$ cat src/rtl/apb_slave_mem_v2_pkg.sv
// Shared types and helpers for the APB4 scratch memory: FSM state encoding,
// protection-bit positions and the byte-lane merge used on writes.
package apb_pkg;

    typedef enum logic [1:0] {
        IDLE   = 2'd0,
        ACCESS = 2'd1,
        DONE   = 2'd2
    } apb_state_e;

    localparam int PROT_PRIV_BIT  = 0;
    localparam int PROT_NSEC_BIT  = 1;
    localparam int PROT_INSTR_BIT = 2;

    // Widest supported data path; callers zero-extend into it and truncate the result.
    localparam int MERGE_W = 256;
    localparam int MERGE_B = MERGE_W / 8;

    function automatic logic [MERGE_W-1:0] byte_merge(
        input logic [MERGE_W-1:0] old_w,
        input logic [MERGE_W-1:0] wdata,
        input logic [MERGE_B-1:0] strb
    );
        logic [MERGE_W-1:0] res;
        res = old_w;
        for (int b = 0; b < MERGE_B; b++) begin
            if (strb[b]) begin
                res[8*b +: 8] = wdata[8*b +: 8];
            end
        end
        return res;
    endfunction

endpackage

$ cat src/rtl/apb_slave_mem_v2_mem_bank.sv
// Word-addressed register array with synchronous clear, per-lane writes and a
// registered read port whose output drops to zero whenever no read is issued.
module apb_mem_bank
    import apb_pkg::*;
#(
    parameter int DATA_WIDTH = 32,
    parameter int DATA_STRB  = DATA_WIDTH / 8,
    parameter int MEM_DEPTH  = 16,
    parameter int IDX_W      = 4
) (
    input  logic                  clk,
    input  logic                  clr_i,
    input  logic                  we_i,
    input  logic [IDX_W-1:0]      widx_i,
    input  logic [DATA_WIDTH-1:0] wdata_i,
    input  logic [DATA_STRB-1:0]  strb_i,
    input  logic                  re_i,
    input  logic [IDX_W-1:0]      ridx_i,
    output logic [DATA_WIDTH-1:0] rdata_o
);

    logic [DATA_WIDTH-1:0] mem_q [MEM_DEPTH];
    logic [DATA_WIDTH-1:0] rdata_q;

    always_ff @(posedge clk) begin
        if (clr_i) begin
            for (int i = 0; i < MEM_DEPTH; i++) begin
                mem_q[i] <= '0;
            end
            rdata_q <= '0;
        end else begin
            if (we_i) begin
                mem_q[widx_i] <= DATA_WIDTH'(byte_merge(MERGE_W'(mem_q[widx_i]),
                                                        MERGE_W'(wdata_i),
                                                        MERGE_B'(strb_i)));
            end
            rdata_q <= re_i ? mem_q[ridx_i] : '0;
        end
    end

    assign rdata_o = rdata_q;

endmodule

$ cat src/rtl/apb_slave_mem_v2.sv
// APB4 completer fronting a scratch RAM with programmable wait states and range errors.
// Define APB_PROT_CHECK_EN to enable protection-attribute (prot) access errors.
module apb_slave_mem_v2
    import apb_pkg::*;
#(
    parameter int                    ADDR_WIDTH  = 32,
    parameter int                    DATA_WIDTH  = 32,
    parameter int                    DATA_STRB   = DATA_WIDTH / 8,
    parameter int                    MEM_DEPTH   = 16,
    parameter logic [ADDR_WIDTH-1:0] BASE_ADDR   = 'h0000_1000,
    parameter int                    WAIT_STATES = 2
) (
    input  logic                  clk,
    input  logic                  prst,
    input  logic [ADDR_WIDTH-1:0] paddr,
    input  logic [2:0]            prot,
    input  logic                  pwrite,
    input  logic                  psel,
    input  logic                  penable,
    input  logic [DATA_WIDTH-1:0] pwdata,
    input  logic [DATA_STRB-1:0]  pstrb,
    output logic                  pready,
    output logic                  slverr,
    output logic [DATA_WIDTH-1:0] prdata
);

    localparam int                    IDX_W    = (MEM_DEPTH > 1) ? $clog2(MEM_DEPTH) : 1;
    localparam logic [3:0]            LAST_CNT = 4'(WAIT_STATES - 1);
    localparam logic [ADDR_WIDTH-1:0] DEPTH_A  = ADDR_WIDTH'(MEM_DEPTH);

    apb_state_e            state_q, state_d;
    logic [3:0]            cnt_q, cnt_d;
    logic [IDX_W-1:0]      idx_q;
    logic                  wr_q, err_q;
    logic [DATA_WIDTH-1:0] wdata_q;
    logic [DATA_STRB-1:0]  strb_q;
    logic                  pready_q, slverr_q;

    logic                  setup, capture, in_range, live_err;
    logic [ADDR_WIDTH-1:0] offset;
    logic [IDX_W-1:0]      live_idx, bank_ridx;
    logic                  eff_wr, eff_err, bank_we, bank_re;
    logic                  unused_prot;

    assign setup    = psel & ~penable;
    assign capture  = setup & ((state_q == IDLE) | (state_q == DONE));
    assign offset   = paddr - BASE_ADDR;
    // The lower-bound test keeps addresses below BASE_ADDR from wrapping into range.
    assign in_range = (paddr >= BASE_ADDR) && (offset < DEPTH_A);
    assign live_idx = offset[IDX_W-1:0];

`ifdef APB_PROT_CHECK_EN
    assign live_err = !in_range
                    || (prot[PROT_NSEC_BIT] && (live_idx >= IDX_W'(MEM_DEPTH / 2)))
                    || (pwrite && !prot[PROT_PRIV_BIT] && (live_idx == '0));
    assign unused_prot = prot[PROT_INSTR_BIT];
`else
    assign live_err    = !in_range;
    assign unused_prot = ^{prot[PROT_INSTR_BIT], prot[PROT_NSEC_BIT], prot[PROT_PRIV_BIT]};
`endif

    always_ff @(posedge clk) begin
        if (prst) begin
            state_q <= IDLE;
        end else begin
            state_q <= state_d;
        end
    end

    always_comb begin
        state_d = state_q;
        cnt_d   = cnt_q;
        unique case (state_q)
            IDLE: begin
                if (setup) begin
                    state_d = (WAIT_STATES == 0) ? DONE : ACCESS;
                    cnt_d   = '0;
                end
            end
            ACCESS: begin
                if (!psel) begin
                    state_d = IDLE;
                end else if (penable) begin
                    if (cnt_q == LAST_CNT) begin
                        state_d = DONE;
                    end
                    cnt_d = cnt_q + 4'd1;
                end
            end
            DONE: begin
                if (setup) begin
                    state_d = (WAIT_STATES == 0) ? DONE : ACCESS;
                    cnt_d   = '0;
                end else begin
                    state_d = IDLE;
                end
            end
            default: state_d = IDLE;
        endcase
    end

    // A transfer captured this cycle with zero wait states reads from the live bus.
    always_comb begin
        eff_wr    = capture ? pwrite   : wr_q;
        eff_err   = capture ? live_err : err_q;
        bank_ridx = capture ? live_idx : idx_q;
        bank_re   = (state_d == DONE) && !eff_wr && !eff_err;
        bank_we   = (state_q == DONE) && wr_q && !err_q;
    end

    always_ff @(posedge clk) begin
        if (prst) begin
            cnt_q    <= '0;
            pready_q <= 1'b0;
            slverr_q <= 1'b0;
            idx_q    <= '0;
            wr_q     <= 1'b0;
            err_q    <= 1'b0;
            wdata_q  <= '0;
            strb_q   <= '0;
        end else begin
            cnt_q    <= cnt_d;
            pready_q <= (state_d == DONE);
            slverr_q <= (state_d == DONE) && eff_err;
            if (capture) begin
                idx_q   <= live_idx;
                wr_q    <= pwrite;
                err_q   <= live_err;
                wdata_q <= pwdata;
                strb_q  <= pstrb;
            end
        end
    end

    apb_mem_bank #(
        .DATA_WIDTH (DATA_WIDTH),
        .DATA_STRB  (DATA_STRB),
        .MEM_DEPTH  (MEM_DEPTH),
        .IDX_W      (IDX_W)
    ) u_bank (
        .clk     (clk),
        .clr_i   (prst),
        .we_i    (bank_we),
        .widx_i  (idx_q),
        .wdata_i (wdata_q),
        .strb_i  (strb_q),
        .re_i    (bank_re),
        .ridx_i  (bank_ridx),
        .rdata_o (prdata)
    );

    assign pready = pready_q;
    assign slverr = slverr_q;

endmodule

$ cat config.mk
export PLATFORM = sky130hd
export DESIGN_NAME = apb_slave_mem_v2
export DESIGN_NICKNAME = d
export VERILOG_FILES = /design/src/rtl/apb_slave_mem_v2_pkg.sv /design/src/rtl/apb_slave_mem_v2_mem_bank.sv /design/src/rtl/apb_slave_mem_v2.sv
export SDC_FILE = /design/constraint.sdc
export NUM_CORES = 1
export LEC_CHECK = 0
export ABC_AREA = 1
export CORE_UTILIZATION = 30
export CTS_BUF_LIST = sky130_fd_sc_hd__clkbuf_8
export CTS_CLUSTER_SIZE = 28
export DETAILED_ROUTE_END_ITERATION = 7
export PLACE_DENSITY = 0.5
export SLEW_MARGIN = 20
export SYNTH_ARGS = -nofsm -noshare
export SYNTH_HDL_FRONTEND = slang
export SYNTH_HIERARCHICAL = 1
export SYNTH_SLANG_ARGS = --single-unit
$ cat constraint.sdc
create_clock -name clk -period 2.2 [get_ports clk]
set_input_delay 0.22 -clock clk [delete_from_list [all_inputs] [get_ports clk]]
set_output_delay 0.22 -clock clk [all_outputs]
set_load 0.01 [all_outputs]
==> results.ini, run 1 <==
[die]
dieArea_sq_um = 94600
die_x_um = 308
core_sq_um = 92100
ios = 110
start_util = 0.304
row_count = 111
die_h_um = 308

[critical_path]
crit_path_end = u_bank/rdata_o[5]$_SDFF_PP0_
end_kind = flip-flop
r2r_end = u_bank/rdata_o[5]$_SDFF_PP0_
ff2ff_path_depth = 14
startpoint = state_q[0]$_SDFF_PP0_
critical_path.startpoint_type = flip-flop
r2r-start = state_q[0]$_SDFF_PP0_
critPathMaxFanout = 16
worstPathArrival_ps = 2760
rrSetupSlack_ps = 50
setup.worst_path.class = reg2reg
cp.required_ps = 2810

[timing]
post-route-min-period_ps = 2150
worst_slew_pin_slew_ps = 803
skew_ps = 36.9
hold_viol_final = 0
fin_crit_sh = 0.975
slew_viol_final = 0
fmax_ghz = 0.466
setup_viol = 0
fin_ws_ps = 54.7
maxSlewHeadroom = 0.464

[grt]
grt_pass1_vias = 20941
antenna_found_initial = 3
grt_pass1_wl_um = 127000
grt_overflow = 0
grt_start_max_net_pins = 66
grtUsageTotal = 0.177

[cts]
clockBufferDepth = 3
cts_buffers = 99
cts_tree = yes
cts_root_buffer = clkbuf_8
cts_max_level = 3
clk_pin_slew_ps = 60
worstSkewPairLatency_ps = 720
clkSinkCount = 594

[layout]
area_growth_pct = 23.8
layout.nets = 3505
drive_above_1_share = 0.155
regArea_sq_um = 17000
fillers = 9395
final_common_cell = nand2_1
mostFrequentLayoutCells = nand2_1 (958), nor2_1 (557), edfxtp_1 (512), inv_1 (355), nand3_1 (299)
multi_input_area_sq_um = 9030

[routing]
detail_route.vias_per_cell = 4.51
antenna_left = 0
drtPass1Iterations = 7
drt-wirelength-per-cell_um = 17.9
num_vias = 21447
initialDrtViolationCount = 1646
drt-total-wl_um = 85100
drc = 0

[synth]
yosys_warnings = 6
synth_seq_cells = 594
syn_area_per_cell_sq_um = 8.93
synth_cell_types = 31
synth_cells = 3136
syn_area_sq_um = 28000
syn_nets = 3214
ys_seq_area_frac = 0.607

[power_and_ir_drop]
power.total_mw = 25.9
vdd.ir_drop.worst_mv = 0.384
power.density_nw_per_um2 = 747
leakagePower_nw = 14.6

[status]
status = completed

[worst_hold_path]
hold_start = pwdata[31]
hp-class = in2reg

[job]
drv_cap = 0

[place]
pre_cts_slack_ps = -628
place_hpwl_um = 56000
routabilityCongestion = 0.820
port_buffers = 106

## Yosys cell counts
cell type / number / area [sq um]
a211oi_1: 5 / 37.5
a21oi_1: 77 / 385
a21oi_2: 1 / 8.76
buf_1: 17 / 63.8
buf_12: 1 / 20.0
buf_2: 48 / 240
buf_4: 4 / 30.0
buf_6: 34 / 383
clkbuf_1: 61 / 229
dfxtp_1: 82 / 1640
edfxtp_1: 512 / 15400
ha_1: 2 / 25.0
inv_1: 330 / 1240
inv_2: 3 / 11.3
inv_4: 1 / 6.26
mux2i_1: 1 / 10.0
nand2_1: 964 / 3620
nand2_2: 26 / 163
nand2_4: 38 / 428
nand3_1: 328 / 1640
nand3_2: 1 / 10.0
nand4_1: 2 / 12.5
nor2_1: 557 / 2090
nor2_2: 13 / 81.3
nor2_4: 9 / 101
nor2_8: 4 / 80.1
nor3_1: 4 / 20.0
nor4_1: 1 / 6.26
o21ai_0: 1 / 5.00
o21ai_1: 4 / 20.0
or2_2: 5 / 31.3
## layer usage
| layer | global-route usage | up-vias | part of all wire |
|---|---|---|---|
| met1 | 0.239 | 10175 | 0.46 |
| li1 | - | 10580 | - |
| met4 | 0.0626 | 4 | 0.028 |
| met3 | 0.0283 | 127 | 0.051 |
| met5 | 0 | - | 0.00022 |
| met2 | 0.285 | 561 | 0.46 |
## area by class of cell
type,count,share of cell area
Sequential cell,594,0.491
Multi-Input combinational cell,2043,0.260
Timing Repair Buffer,355,0.110
Clock buffer,117,0.0464
Antenna cell,1,0.0000722
Clock inverter,70,0.0108
Inverter,334,0.0371
Tap cell,1243,0.0449
## worst min-delay path by stage
| stage | to | slack, ps | cells past startpoint |
|---|---|---|---|
| 4_1_cts | wdata_q[30]$_SDFFE_PP0P_ | 1 | 3 |
| 5_1_grt | wdata_q[4]$_SDFFE_PP0P_ | 50 | 3 |
| 2_1_floorplan | wdata_q[17]$_SDFFE_PP0P_ | 360 | 2 |
| 3_3_place_gp | wdata_q[25]$_SDFFE_PP0P_ | 450 | 2 |
| 3_5_place_dp | strb_q[2]$_SDFFE_PP0P_ | 460 | 2 |
| 6_report | wdata_q[31]$_SDFFE_PP0P_ | 70 | 3 |
## through the flow
| stage | hold WS [ps] | setup TNS, ps | instances | util | cell area [sq um] |
|---|---|---|---|---|---|
| global placement | 452 | -12590 | 4545 | 0.347 | 31900 |
| detailed placement | 456 | -13450 | 4545 | 0.347 | 31900 |
| global route | 49.6 | -31.9 | 4757 | 0.377 | 34700 |
| CTS | 1.10 | 0 | 4737 | 0.370 | 34000 |
| finish | 69.8 | 0 | 4757 | 0.377 | 34700 |
| floorplan | 364 | 0 | 3136 | - | 28000 |
## registers in the layout, summed over array words and instances, names as in the netlist, named ones only
| register | cells |
|---|---|
| u_bank/mem_q | 512 |
| u_bank/rdata_o | 32 |
| wdata_q | 32 |
| cnt_q | 4 |
| idx_q | 4 |
| strb_q | 4 |
| state_q | 2 |
| pready | 1 |
| slverr | 1 |
| wr_q | 1 |
## kinds of logic (layout without fill, tap and decap cells)
family	count (synthesis)	after routing	synth area share
AND/OR/NAND/NOR	1952	1952	0.296
AO/OA/AOI/OAI	88	88	0.0163
adder cells (fa/ha/maj)	2	2	0.000893
multiplexers	1	1	0.000357
other	0	1	0
flip-flops	594	594	0.607
buffers and inverters	499	876	0.0793
## worst max-delay path, stage by stage (launching register included)
cell and delay, ps:
dfxtp_2 330, inv_2 50, nand2_4 80, inv_4 40
or2_2 270, inv_2 80, a21oi_4 40, buf_12 150
buf_8 160, buf_12 160, nand2_1 80, nand3_1 80
nand3_1 160, nand3_1 150, a21oi_1 210
## power by group
| part | total, mW | leakage, nW | internal (mW) | switching [mW] |
|---|---|---|---|---|
| registers | 12.7 | 5.94 | 12.6 | 0.126 |
| logic | 3.44 | 7.49 | 1.27 | 2.17 |
| clock network | 9.78 | 1.14 | 5.10 | 4.67 |
## repair_timing
action / in CTS / in global routing
endpoints found under the setup margin: 21 / 68
buffers inserted: 0 / 11
resized for setup: 15 / 57
cloned: 2 / 10
hold endpoints to repair: 3 / 0
hold buffers: 3 / 0
pin swaps: 3 / 13
Power figures use the tool's default switching activity.
==> inputs of run 2 (changes only) <==
Settings changed: CORE_ASPECT_RATIO set to 0.7, GPL_TIMING_DRIVEN set to 0.
==> run 2 against run 1 <==
Net effect:
- the run now ends with negative setup slack left
- critical path depth up 3
- core utilization grew 3.5 points
- global-route usage is 6.4 points higher
- design area rose by 9.5%
- die area about the same
- hold slack got worse by 38 ps
- first-iteration DRC count up 110%
- critical path type unchanged
- largest power group unchanged
==> results.ini, run 2 (same netlist as run 1, synthesis figures left out) <==
[layout]
drive_above_1_share = 0.256
mostFrequentLayoutCells = nand2_1 (778), nor2_1 (550), edfxtp_1 (512), inv_1 (357), nand3_2 (161)
layout.cells.non_filler = 4761
top_register = u_bank/mem_q
area_growth_pct = 35.5
largest_reg_flops = 512
final_common_cell = nand2_1
fillers = 9006
layout.nets = 3522

[routing]
initialDrtViolationCount = 3435
wl_met3_um = 17200
wl_met1_um = 50700
num_vias = 23904
top_layer = met4
wl_met2_um = 44700
drtPass1Iterations = 6
drt-wirelength-per-cell_um = 24.3
drc = 0
antenna_left = 0
drt-total-wl_um = 116000
detail_route.vias_per_cell = 5.02

[worst_hold_path]
min_to = wdata_q[17]$_SDFFE_PP0P_
hold_start = pwdata[17]
min_path_cells = 3
hp-class = in2reg

[job]
drv_cap = 0

[power_and_ir_drop]
leakagePower_nw = 15.5
power.density_nw_per_um2 = 748
vdd.ir_drop.worst_mv = 0.431

[cts]
clockBufferDepth = 3
clk_pin_slew_ps = 70
clkSinkCount = 594
cts_tree = yes
cts_root_buffer = clkbuf_8
cts_buffers = 95
worstSkewPairLatency_ps = 740
cts_max_level = 3

[place]
routabilityCongestion = 0.953
placed_cells = 4477
place_hpwl_um = 78000
port_buffers = 106

[timing]
setup_viol = 71
fmax_ghz = 0.419
worst_slew_pin_slew_ps = 921
fin_ws_ps = -184
post-route-min-period_ps = 2380
slew_viol_final = 0
fin_crit_sh = 1.08
maxSlewHeadroom = 0.386
rsz0062_at_grt = true
holdWs_ps = 32.2
skew_ps = 45.7
hold_viol_final = 0

[critical_path]
critical_path.startpoint_type = flip-flop
r2r-start = state_q[0]$_SDFF_PP0_
r2r_end = u_bank/rdata_o[11]$_SDFF_PP0_
critPathMaxFanout = 7
ff2ff_path_depth = 17
crit_chain = inv_2 -> nand2_4 -> inv_4 -> or2_4 -> inv_2 -> a21oi_4 -> buf_12 -> inv_8 -> buf_16 -> buf_12 -> buf_12 -> nand2_1 -> nand2_2 -> nand2_1 -> nand3_1 -> nand3_2 -> a21oi_4
slowest_stage = dfxtp_2
rrSetupSlack_ps = -180
max_stage_delay_ps = 330
end_kind = flip-flop
crit_buf_inv = 8
setup.worst_path.class = reg2reg
cpMostUsedCell = buf_12
cpLargestDelayFamily = buffers and inverters
cp.required_ps = 2840
worstPathArrival_ps = 3020

[die]
die_h_um = 258
dieArea_sq_um = 94600
start_util = 0.304
die_x_um = 367
core_sq_um = 92300
row_count = 93
ios = 110

[grt]
grt_overflow = 0
grt_start_max_net_pins = 13
grtUsageTotal = 0.241
grt_pass1_vias = 21861
antenna_found_initial = 4
grt_pass1_wl_um = 161000

[status]
status = finished with violations
violations = negative setup slack

[run 2: cell count changes in the layout (fill, tap and decap cells not counted), moves of 56 or more]
cell | previous run | this run
nand2_4 | 39 | 95
nand2_2 | 31 | 154
nand3_2 | 30 | 161
buf_4 | 180 | 39
nand3_1 | 299 | 117
nand2_1 | 958 | 778
[run 2: layer usage]
layer | up-vias | global-route usage
met5 | - | 0
met4 | 0 | 0.0661
met3 | 223 | 0.101
met2 | 1547 | 0.317
met1 | 11480 | 0.353
li1 | 10654 | -
[run 2: area by class of cell]
cell class / instances / area (sq um) / area share
Timing Repair inverter: 1 / 11.3 / 0.000297
Clock buffer: 115 / 1580 / 0.0417
Sequential cell: 594 / 17000 / 0.448
Tap cell: 1235 / 1550 / 0.0407
Antenna cell: 3 / 7.51 / 0.000198
Timing Repair Buffer: 212 / 2840 / 0.0747
Clock inverter: 61 / 365 / 0.00962
Inverter: 334 / 1290 / 0.0339
Multi-Input combinational cell: 2043 / 11400 / 0.299
Buffer: 163 / 1950 / 0.0515
[run 2: timing repair]
item | 4_1_cts | 5_1_grt
gates cloned | 33 | 0
gates resized for setup | 730 | 226
setup endpoints to repair | 536 | 464
setup buffers | 51 | 24
pin swaps | 140 | 98
endpoints found under the hold margin | 8 | 0
hold buffers | 8 | 0
[run 2: power breakdown]
group	internal (mW)	switching [mW]	total (mW)	leakage (nW)
registers	12.5	0.126	12.7	5.94
clock network	5.20	4.80	10.0	1.12
logic	2.07	3.64	5.71	8.41
[run 2: worst max path at each step]
| stage | depth (start not counted) | endpoint | startpoint |
|---|---|---|---|
| 2_1_floorplan | 15 | u_bank/rdata_o[15]$_SDFF_PP0_ | state_q[0]$_SDFF_PP0_ |
| 4_1_cts | 16 | u_bank/rdata_o[10]$_SDFF_PP0_ | state_q[0]$_SDFF_PP0_ |
| 6_report | 17 | u_bank/rdata_o[11]$_SDFF_PP0_ | state_q[0]$_SDFF_PP0_ |
| 3_5_place_dp | 13 | u_bank/rdata_o[16]$_SDFF_PP0_ | penable |
| 3_3_place_gp | 13 | u_bank/rdata_o[16]$_SDFF_PP0_ | penable |
| 5_1_grt | 16 | u_bank/rdata_o[10]$_SDFF_PP0_ | state_q[0]$_SDFF_PP0_ |
[run 2: worst register-to-register path, delay by kind of cell (launching register included)]
kind | cells | cell delay (ps)
and+or+nand+nor | 7 | 750
DFF | 1 | 330
AOI/OAI and AO/OA | 2 | 290
buffers and inverters | 8 | 900
[run 2: per-stage QoR]
step | setup TNS (ps) | power [mW] | worst slack [ps] | utilization | cell area [sq um]
after floorplan | 0 | 14.7 | 250 | - | 28000
after global placement | -504270 | 16.3 | -2160 | 0.332 | 30600
after detailed placement | -416680 | 16.3 | -2130 | 0.332 | 30600
after CTS | -1530 | 27.9 | -126 | 0.400 | 36900
after global routing | -16440 | 29.2 | -225 | 0.411 | 38000
final | -3930 | 28.4 | -184 | 0.411 | 38000
